$ cat src/rtl/mux_pkg.sv
// mux_pkg: shared constants and helpers for the pipelined N:1 multiplexer.
// The skid buffer occupancy encodings live here so that the RTL and any
// checker bound to the skid buffer share one definition.
package mux_pkg;

   localparam int MUX_DEFAULT_WIDTH = 32;
   localparam int MUX_DEFAULT_N_IN  = 4;

   // Skid buffer occupancy: head = output register, tail = skid register.
   localparam logic [1:0] MUX_OCC_EMPTY = 2'd0;
   localparam logic [1:0] MUX_OCC_ONE   = 2'd1;
   localparam logic [1:0] MUX_OCC_FULL  = 2'd2;

   // Ceiling log2, used for the derived select width.
   function automatic int clog2(input int n);
      int r;
      r = 0;
      while ((1 << r) < n) r++;
      return r;
   endfunction

endpackage

$ cat src/rtl/mux_pipe_n_skid_buf.sv
// skid_buf: two-entry valid/ready buffer whose in_ready is a plain register.
// Handshake: a beat moves across an interface on a rising clock edge where
// valid and ready are both 1; the producer keeps valid and payload steady
// until that edge, and ready never depends combinationally on valid.
// The occupancy register (occ) is the state machine; in_ready and out_valid
// are registered copies of "occ != FULL" and "occ != EMPTY".
module skid_buf
   import mux_pkg::*;
#(
   parameter int W = 34
)(
   input  logic         clk,
   input  logic         rst,
   input  logic         in_valid,
   output logic         in_ready,
   input  logic [W-1:0] in_pld,
   output logic         out_valid,
   input  logic         out_ready,
   output logic [W-1:0] out_pld
);

   logic [1:0]   occ;
   logic [1:0]   occ_nxt;
   logic [W-1:0] tail;
   logic         acc;
   logic         xfr;

   assign acc = in_valid & in_ready;
   assign xfr = out_valid & out_ready;

   // Next occupancy from the accept/transfer pair seen this cycle.
   always_comb begin
      occ_nxt = occ;
      case (occ)
         MUX_OCC_EMPTY: if (acc) occ_nxt = MUX_OCC_ONE;
         MUX_OCC_ONE: begin
            if (acc && !xfr)      occ_nxt = MUX_OCC_FULL;
            else if (!acc && xfr) occ_nxt = MUX_OCC_EMPTY;
         end
         MUX_OCC_FULL: if (xfr) occ_nxt = MUX_OCC_ONE;
         default: occ_nxt = MUX_OCC_EMPTY;
      endcase
   end

   // Occupancy state plus the registered handshake flags derived from it.
   always_ff @(posedge clk or posedge rst) begin
      if (rst) begin
         occ       <= MUX_OCC_EMPTY;
         in_ready  <= 1'b1;
         out_valid <= 1'b0;
      end else begin
         occ       <= occ_nxt;
         in_ready  <= (occ_nxt != MUX_OCC_FULL);
         out_valid <= (occ_nxt != MUX_OCC_EMPTY);
      end
   end

   // Head register: loaded from the input when it is (or becomes) the oldest
   // beat, or from the tail when the head drains while full.
   always_ff @(posedge clk or posedge rst) begin
      if (rst) begin
         out_pld <= '0;
      end else begin
         case (occ)
            MUX_OCC_EMPTY: if (acc) out_pld <= in_pld;
            MUX_OCC_ONE:   if (acc && xfr) out_pld <= in_pld;
            MUX_OCC_FULL:  if (xfr) out_pld <= tail;
            default: ;
         endcase
      end
   end

   // Tail register: catches the beat that arrives while the head is stalled.
   always_ff @(posedge clk or posedge rst) begin
      if (rst) begin
         tail <= '0;
      end else if ((occ == MUX_OCC_ONE) && acc && !xfr) begin
         tail <= in_pld;
      end
   end

endmodule

$ cat src/rtl/mux_pipe_n.sv
// mux_pipe_n: N_IN:1 multiplexer of WIDTH-bit inputs with a registered,
// back-pressurable output. The select is applied combinationally at the
// input and the chosen data plus its select tag is stored in a skid buffer,
// so inputs may change freely once a beat has been accepted.
// A select value >= N_IN forwards a beat with zero data.
// Optional macro MUX_SEL_CHECK_EN adds the sticky sel_err output, set when
// such an out-of-range beat is accepted and cleared only by rst.
module mux_pipe_n
   import mux_pkg::*;
#(
   parameter  int WIDTH = MUX_DEFAULT_WIDTH,
   parameter  int N_IN  = MUX_DEFAULT_N_IN,
   localparam int SEL_W = clog2(N_IN)
)(
   input  logic                  clk,
   input  logic                  rst,
   input  logic                  in_valid,
   output logic                  in_ready,
   input  logic [SEL_W-1:0]      sel,
   input  logic [N_IN*WIDTH-1:0] in_data,
   output logic                  out_valid,
   input  logic                  out_ready,
   output logic [WIDTH-1:0]      out_data,
   output logic [SEL_W-1:0]      out_sel
`ifdef MUX_SEL_CHECK_EN
   ,
   output logic                  sel_err
`endif
);

   logic [WIDTH-1:0] sel_data;

   // Pick the addressed input; an index with no matching input leaves zero.
   always_comb begin
      sel_data = '0;
      for (int k = 0; k < N_IN; k++) begin
         if (sel == SEL_W'(k)) sel_data = in_data[k*WIDTH +: WIDTH];
      end
   end

`ifdef MUX_SEL_CHECK_EN
   logic sel_oor;

   assign sel_oor = ({1'b0, sel} >= (SEL_W+1)'(N_IN));

   // Sticky out-of-range flag, raised only on an accepted beat.
   always_ff @(posedge clk or posedge rst) begin
      if (rst) begin
         sel_err <= 1'b0;
      end else if (in_valid && in_ready && sel_oor) begin
         sel_err <= 1'b1;
      end
   end
`endif

   skid_buf #(
      .W (WIDTH + SEL_W)
   ) u_skid (
      .clk       (clk),
      .rst       (rst),
      .in_valid  (in_valid),
      .in_ready  (in_ready),
      .in_pld    ({sel, sel_data}),
      .out_valid (out_valid),
      .out_ready (out_ready),
      .out_pld   ({out_sel, out_data})
   );

endmodule
$ cat config.mk
export PLATFORM = sky130hd
export DESIGN_NAME = mux_pipe_n
export DESIGN_NICKNAME = d
export VERILOG_FILES = /design/src/rtl/mux_pkg.sv /design/src/rtl/mux_pipe_n_skid_buf.sv /design/src/rtl/mux_pipe_n.sv
export SDC_FILE = /design/constraint.sdc
export NUM_CORES = 1
export LEC_CHECK = 0
export ABC_AREA = 1
export BUFFER_PORTS_ARGS = -buffer_cell sky130_fd_sc_hd__buf_2
export CAP_MARGIN = 25
export CORE_MARGIN = 10
export CORE_UTILIZATION = 49
export CTS_CLUSTER_SIZE = 28
export DETAILED_ROUTE_END_ITERATION = 12
export PLACE_DENSITY_LB_ADDON = 0.1
export SLEW_MARGIN = 20
export SYNTH_ARGS = -nofsm -noshare
export SYNTH_HDL_FRONTEND = slang
export SYNTH_SLANG_ARGS = --single-unit
$ cat constraint.sdc
create_clock -name clk -period 3.35 [get_ports clk]
set_clock_uncertainty 0.1 [all_clocks]
set_input_delay 0.67 -clock clk [delete_from_list [all_inputs] [get_ports clk]]
set_output_delay 0.67 -clock clk [all_outputs]
set_load 0.01 [all_outputs]
# Yosys cells after proc, flatten, opt, wreduce, memory -nomap -nowiden
# Index checks and enable logic that the tools add are counted.
[totals] register_bits=72 in_bits=134
[classes] n_bitwise=2 n_reduce_logical=12 eq_ne=9 muxes=13
[ops] cell="2-to-1 mux 32 bit" count=4
[ops] cell="2-to-1 mux 34 bit" count=3
[ops] cell="one-hot mux 34 bit (3 select lines)" count=1
[ops] cell="2-to-1 mux 2 bit" count=4
[ops] cell="equality test 2 bit, second input constant" count=3
[ops] cell="inequality test 2 x 1 -> 1 bit, second input constant" count=3
[ops] cell="one-hot mux 2 bit (3 select lines)" count=1
[ops] cell="logical AND 1 bit" count=5
[ops] cell="equality test 2 x 1 -> 1 bit, second input constant" count=2
[ops] cell="zero test 2 bit" count=2
[ops] cell="AND reduction 4 bit" count=1
[ops] cell="nonzero test 3 bit" count=1
[ops] cell="AND 1 bit" count=2
[ops] cell="zero test 1 bit" count=2
[ops] cell="inequality test 2 bit, second input constant" count=1
[ops] cell="nonzero test 2 bit" count=1

# Depth between registers and ports, before layout
[logic_depth] ltp_word=7 mapped_depth=9 depth_no_buf=7

# By module
# Synthesis repeated with hierarchy kept, for this count alone.
[unflattened] hier_cells=611 hier_area_um2=4337.9
[modules_own_cells] module="skid_buf" cells_each=425 seq_area_each_um2=1803.0 area_per_inst_um2=3369.5 n_inst=1
[modules_own_cells] module="mux_pipe_n" cells_each=186 seq_area_each_um2=0.0 area_per_inst_um2=968.4 n_inst=1

# Worst setup path before layout
# No wires, ideal clock.
[synth_path] path_kind="input -> register" start="input out_ready" end="register u_skid.tail[11]" setup_time_ns=0.133 arrival_time_ns=1.456 path_slack_ns=1.660 stages=8 t_required_ns=3.117 n_path_buf=2 cell_sequence="nand2_1 -> nand2_1 -> nor2_1 -> nand3_1 -> buf_4 -> buf_2 -> nand2_1 -> o21ai_0"
[synth_between] elab_chain_len=3
[synth_lines] item="from (decl)" line="mux_pipe_n.sv:22" source="input logic out_ready,"
[synth_lines] item="AND 1 bit" line="mux_pipe_n_skid_buf.sv:29" source="assign xfr = out_valid & out_ready;"
[synth_lines] item="zero test 1 bit" line="mux_pipe_n_skid_buf.sv:77" source="end else if ((occ == MUX_OCC_ONE) && acc && !xfr) begin"
[synth_lines] item="logical AND 1 bit" line="mux_pipe_n_skid_buf.sv:77"
[synth_lines] item="to (signal assigned)" line="mux_pipe_n_skid_buf.sv:78" source="tail <= in_pld;"
[synth_lines] item="to (decl)" line="mux_pipe_n_skid_buf.sv:24" source="logic [W-1:0] tail;"
# Every way passes these cells.
# A chain may end at the register's enable or synchronous reset.

# Worst setup path after layout
[layout_path] start="register u_skid.in_ready" end="register u_skid.out_pld[14]"
[layout_between] elab_chain_len=4
[layout_lines] item="from (decl)" line="mux_pipe_n_skid_buf.sv:15" source="output logic in_ready,"
[layout_lines] item="from (signal assigned)" line="mux_pipe_n_skid_buf.sv:53" source="in_ready <= (occ_nxt != MUX_OCC_FULL);"
[layout_lines] item="AND 1 bit (*)" line="mux_pipe_n_skid_buf.sv:28" source="assign acc = in_valid & in_ready;"
[layout_lines] item="logical AND 1 bit" line="mux_pipe_n_skid_buf.sv:66" source="MUX_OCC_ONE: if (acc && xfr) out_pld <= in_pld;"
[layout_lines] item="inequality test 2 x 1 -> 1 bit (no source line)"
[layout_lines] item="AND reduction 4 bit (no source line) (*)"
[layout_lines] item="to (signal assigned)" line="mux_pipe_n_skid_buf.sv:65" source="MUX_OCC_EMPTY: if (acc) out_pld <= in_pld;"
[layout_lines] item="to (signal assigned)" line="mux_pipe_n_skid_buf.sv:66"
[layout_lines] item="to (signal assigned)" line="mux_pipe_n_skid_buf.sv:67" source="MUX_OCC_FULL: if (xfr) out_pld <= tail;"
[layout_lines] item="to (decl)" line="mux_pipe_n_skid_buf.sv:19" source="output logic [W-1:0] out_pld"
# Mark *: on every way between the ends. The rest lies on a longest branch, timed or not.

==> results.json <==
{
  "topRoutingLayerUsed": "met4",
  "yosys-top-cells-area": "dfrtp_1 (43%), nand2_1 (22%), nand3_1 (8.0%)",
  "seq_area_frac_synth_pct": 44.1,
  "drt_iter0_drc": 343,
  "cts.path.max_buffers": 2,
  "postCtsSetupBuffers": 0,
  "initial_core_util_pct": 50.0,
  "cts_made_buffers": 9,
  "rows": 33,
  "p_leak_nw": 2.94,
  "seq_area_sq_mm": 0.00180,
  "crit_path_start_kind": "register",
  "slew_viol_final": 0,
  "rrSetupSlack_ns": 1.16,
  "hold_viol": 0,
  "port_buffers": 169,
  "wl_met3_um": 939,
  "grt_overflow": 0,
  "cts_hold_buf": 0,
  "cts_resized": 0,
  "syn_nets": 728,
  "wl_met2_mm": 6.44,
  "setup_tns_ns": 0,
  "fp.coreArea_sq_mm": 0.00818,
  "cp-startpoint": "u_skid.in_ready$_DFF_PP1_",
  "dp_hpwl_mm": 9.35,
  "r2r_end": "u_skid.out_pld[14]$_DFFE_PP0P_",
  "ys.warnings.count": 0,
  "gp_congestion": 0.829,
  "setup.worst_path.class": "register to register",
  "yosysTopAreaCellShare_pct": 43.4,
  "yosysTopAreaCell": "dfrtp_1",
  "fillCellCount": 786,
  "routed_wl_mm": 13.1,
  "worst_pin_slew_ns": 0.815,
  "drt.antenna.violating_nets": 0,
  "area_delta_synth_final_pct": 27.0,
  "pin_count": 170,
  "syn_avg_cell_area_sq_um": 6.89,
  "clockRootBuffer": "clkbuf_8",
  "cts_max_level": 3,
  "vdd_drop_max_uv": 375,
  "power_density_mw_per_mm2": 780,
  "drv_cap": 0,
  "drt-met1-wl_mm": 5.56,
  "outcome": "completed",
  "die_h_um": 111,
  "ys_types": 17,
  "num_vias": 4393,
  "netlist_area_sq_mm": 0.00409,
  "fmax_mhz": 456,
  "finalCritPeriodShare_pct": 65.5,
  "die_area_sq_mm": 0.0124,
  "synthCells": 594,
  "cp_max_fo": 45,
  "multi_input_area_sq_mm": 0.00205,
  "ys_ff_latch": 72,
  "arrival_ns": 2.38,
  "cp.required_ns": 3.54,
  "fin_nets": 879,
  "clkTransAtPathRegs_ns": 0.08,
  "clock_latency_ns": 0.34,
  "finalSetupViolCount": 0,
  "drive_above_1_share_pct": 27.4,
  "rsz0062_at_grt": "no",
  "grt_usage_pct": 19.8,
  "dpl-instance-area_sq_mm": 0.00496,
  "die_x_um": 111,
  "cts_num_sinks": 72,
  "vias_per_cell": 5.14,
  "rr_startpoint": "u_skid.in_ready$_DFF_PP1_",
  "r2r_cells": 7,
  "min_path_type": "input pin to asynchronous set/reset pin",
  "drc": 0,
  "cts_tree": "done",
  "first_pass_iters": 6,
  "slew-limit-headroom_pct": 45.5,
  "fin_area_sq_mm": 0.00519,
  "wl_per_cell_um": 15.3,
  "worstSetupEndpointType": "register",
  "grt_pass1_vias": 4220,
  "diodes": 0,
  "grt_max_degree": 69,
  "antenna_found_initial": 0,
  "grt_pass1_wl_mm": 20.8,
  "period_needed_ns": 2.19
}
cells in the mapped netlist:
master / number
buf_2: 14
buf_4: 9
buf_6: 2
clkbuf_1: 16
dfrtp_1: 71
dfstp_2: 1
inv_1: 6
nand2_1: 238
nand2_2: 1
nand3_1: 65
nor2_1: 66
nor2_4: 1
o21ai_0: 58
o21ai_1: 14
or2_0: 11
or2_1: 19
or2_2: 2
worst max-delay path by stage:
stage                                           to  slack, ns  depth (start not counted)
global placement     u_skid.out_pld[6]$_DFFE_PP0P_       0.98                          8
global route        u_skid.out_pld[14]$_DFFE_PP0P_       0.95                          7
finish              u_skid.out_pld[14]$_DFFE_PP0P_       1.16                          7
floorplan                  u_skid.occ[0]$_DFF_PP0_       0.76                          1
detailed placement  u_skid.out_pld[14]$_DFFE_PP0P_       0.90                          8
CTS                 u_skid.out_pld[14]$_DFFE_PP0P_       1.16                          7
sequential cells by signal, indices dropped and copies added, names as in the netlist:
register and cells:
u_skid.out_pld 34, u_skid.tail 34, u_skid.occ 2, u_skid.in_ready 1, u_skid.out_valid 1
cell type report:
| cell class | count | area share (%) |
|---|---|---|
| Clock buffer | 9 | 2.39 |
| Multi-Input combinational cell | 475 | 39.6 |
| Tap cell | 105 | 2.53 |
| Sequential cell | 72 | 34.7 |
| Inverter | 6 | 0.434 |
| Clock inverter | 6 | 2.10 |
| Timing Repair Buffer | 181 | 18.3 |
layer usage:
layer	up-vias	global-route usage (%)
li1	2184	-
met2	163	32.5
met3	12	4.56
met1	2034	25.5
met5	-	0
met4	0	5.91
stage by stage:
step / utilization (%) / hold slack (ns) / instances / power, mW / setup WS (ns)
floorplan: - / 0.354 / 594 / 2.70 / 0.757
global placement: 60.7 / 0.359 / 839 / 3.19 / 0.980
detailed placement: 60.7 / 0.360 / 839 / 3.26 / 0.902
CTS: 63.5 / 0.378 / 854 / 4.08 / 1.16
global route: 63.5 / 0.402 / 854 / 4.40 / 0.949
finish: 63.5 / 0.351 / 854 / 4.05 / 1.16
layout by cell type (no fill, tap or decap), types with 9 or more instances in the layout:
master | Yosys | final
o21ai_1 | 14 | 14
or2_0 | 11 | 11
buf_4 | 9 | 11
buf_2 | 14 | 169
o21ai_0 | 58 | 58
dfrtp_1 | 71 | 71
nor2_1 | 66 | 66
clkbuf_8 | 0 | 9
nand3_1 | 65 | 64
or2_1 | 19 | 19
nand2_1 | 238 | 236
worst max-delay path, cell delays in order, from the launching register on:
cell and delay [ns]:
dfstp_2 0.55, nand2_1 0.06, o21ai_1 0.21, nand2_2 0.51, buf_4 0.44, nor2_1 0.13
nand2_1 0.07, nand2_1 0.05
kinds of logic after synthesis:
| group | after synthesis | synth area share, % |
|---|---|---|
| simple gates | 403 | 41.2 |
| compound gates | 72 | 8.81 |
| flops | 72 | 44.1 |
| buf+inv | 47 | 5.93 |
power by group:
group | switching, mW | internal, mW
Clock | 0.325 | 0.489
Sequential | 0.230 | 1.29
Combinational | 1.09 | 0.623
Total | 1.65 | 2.41
Note: power is estimated with default switching activity, not from simulation.
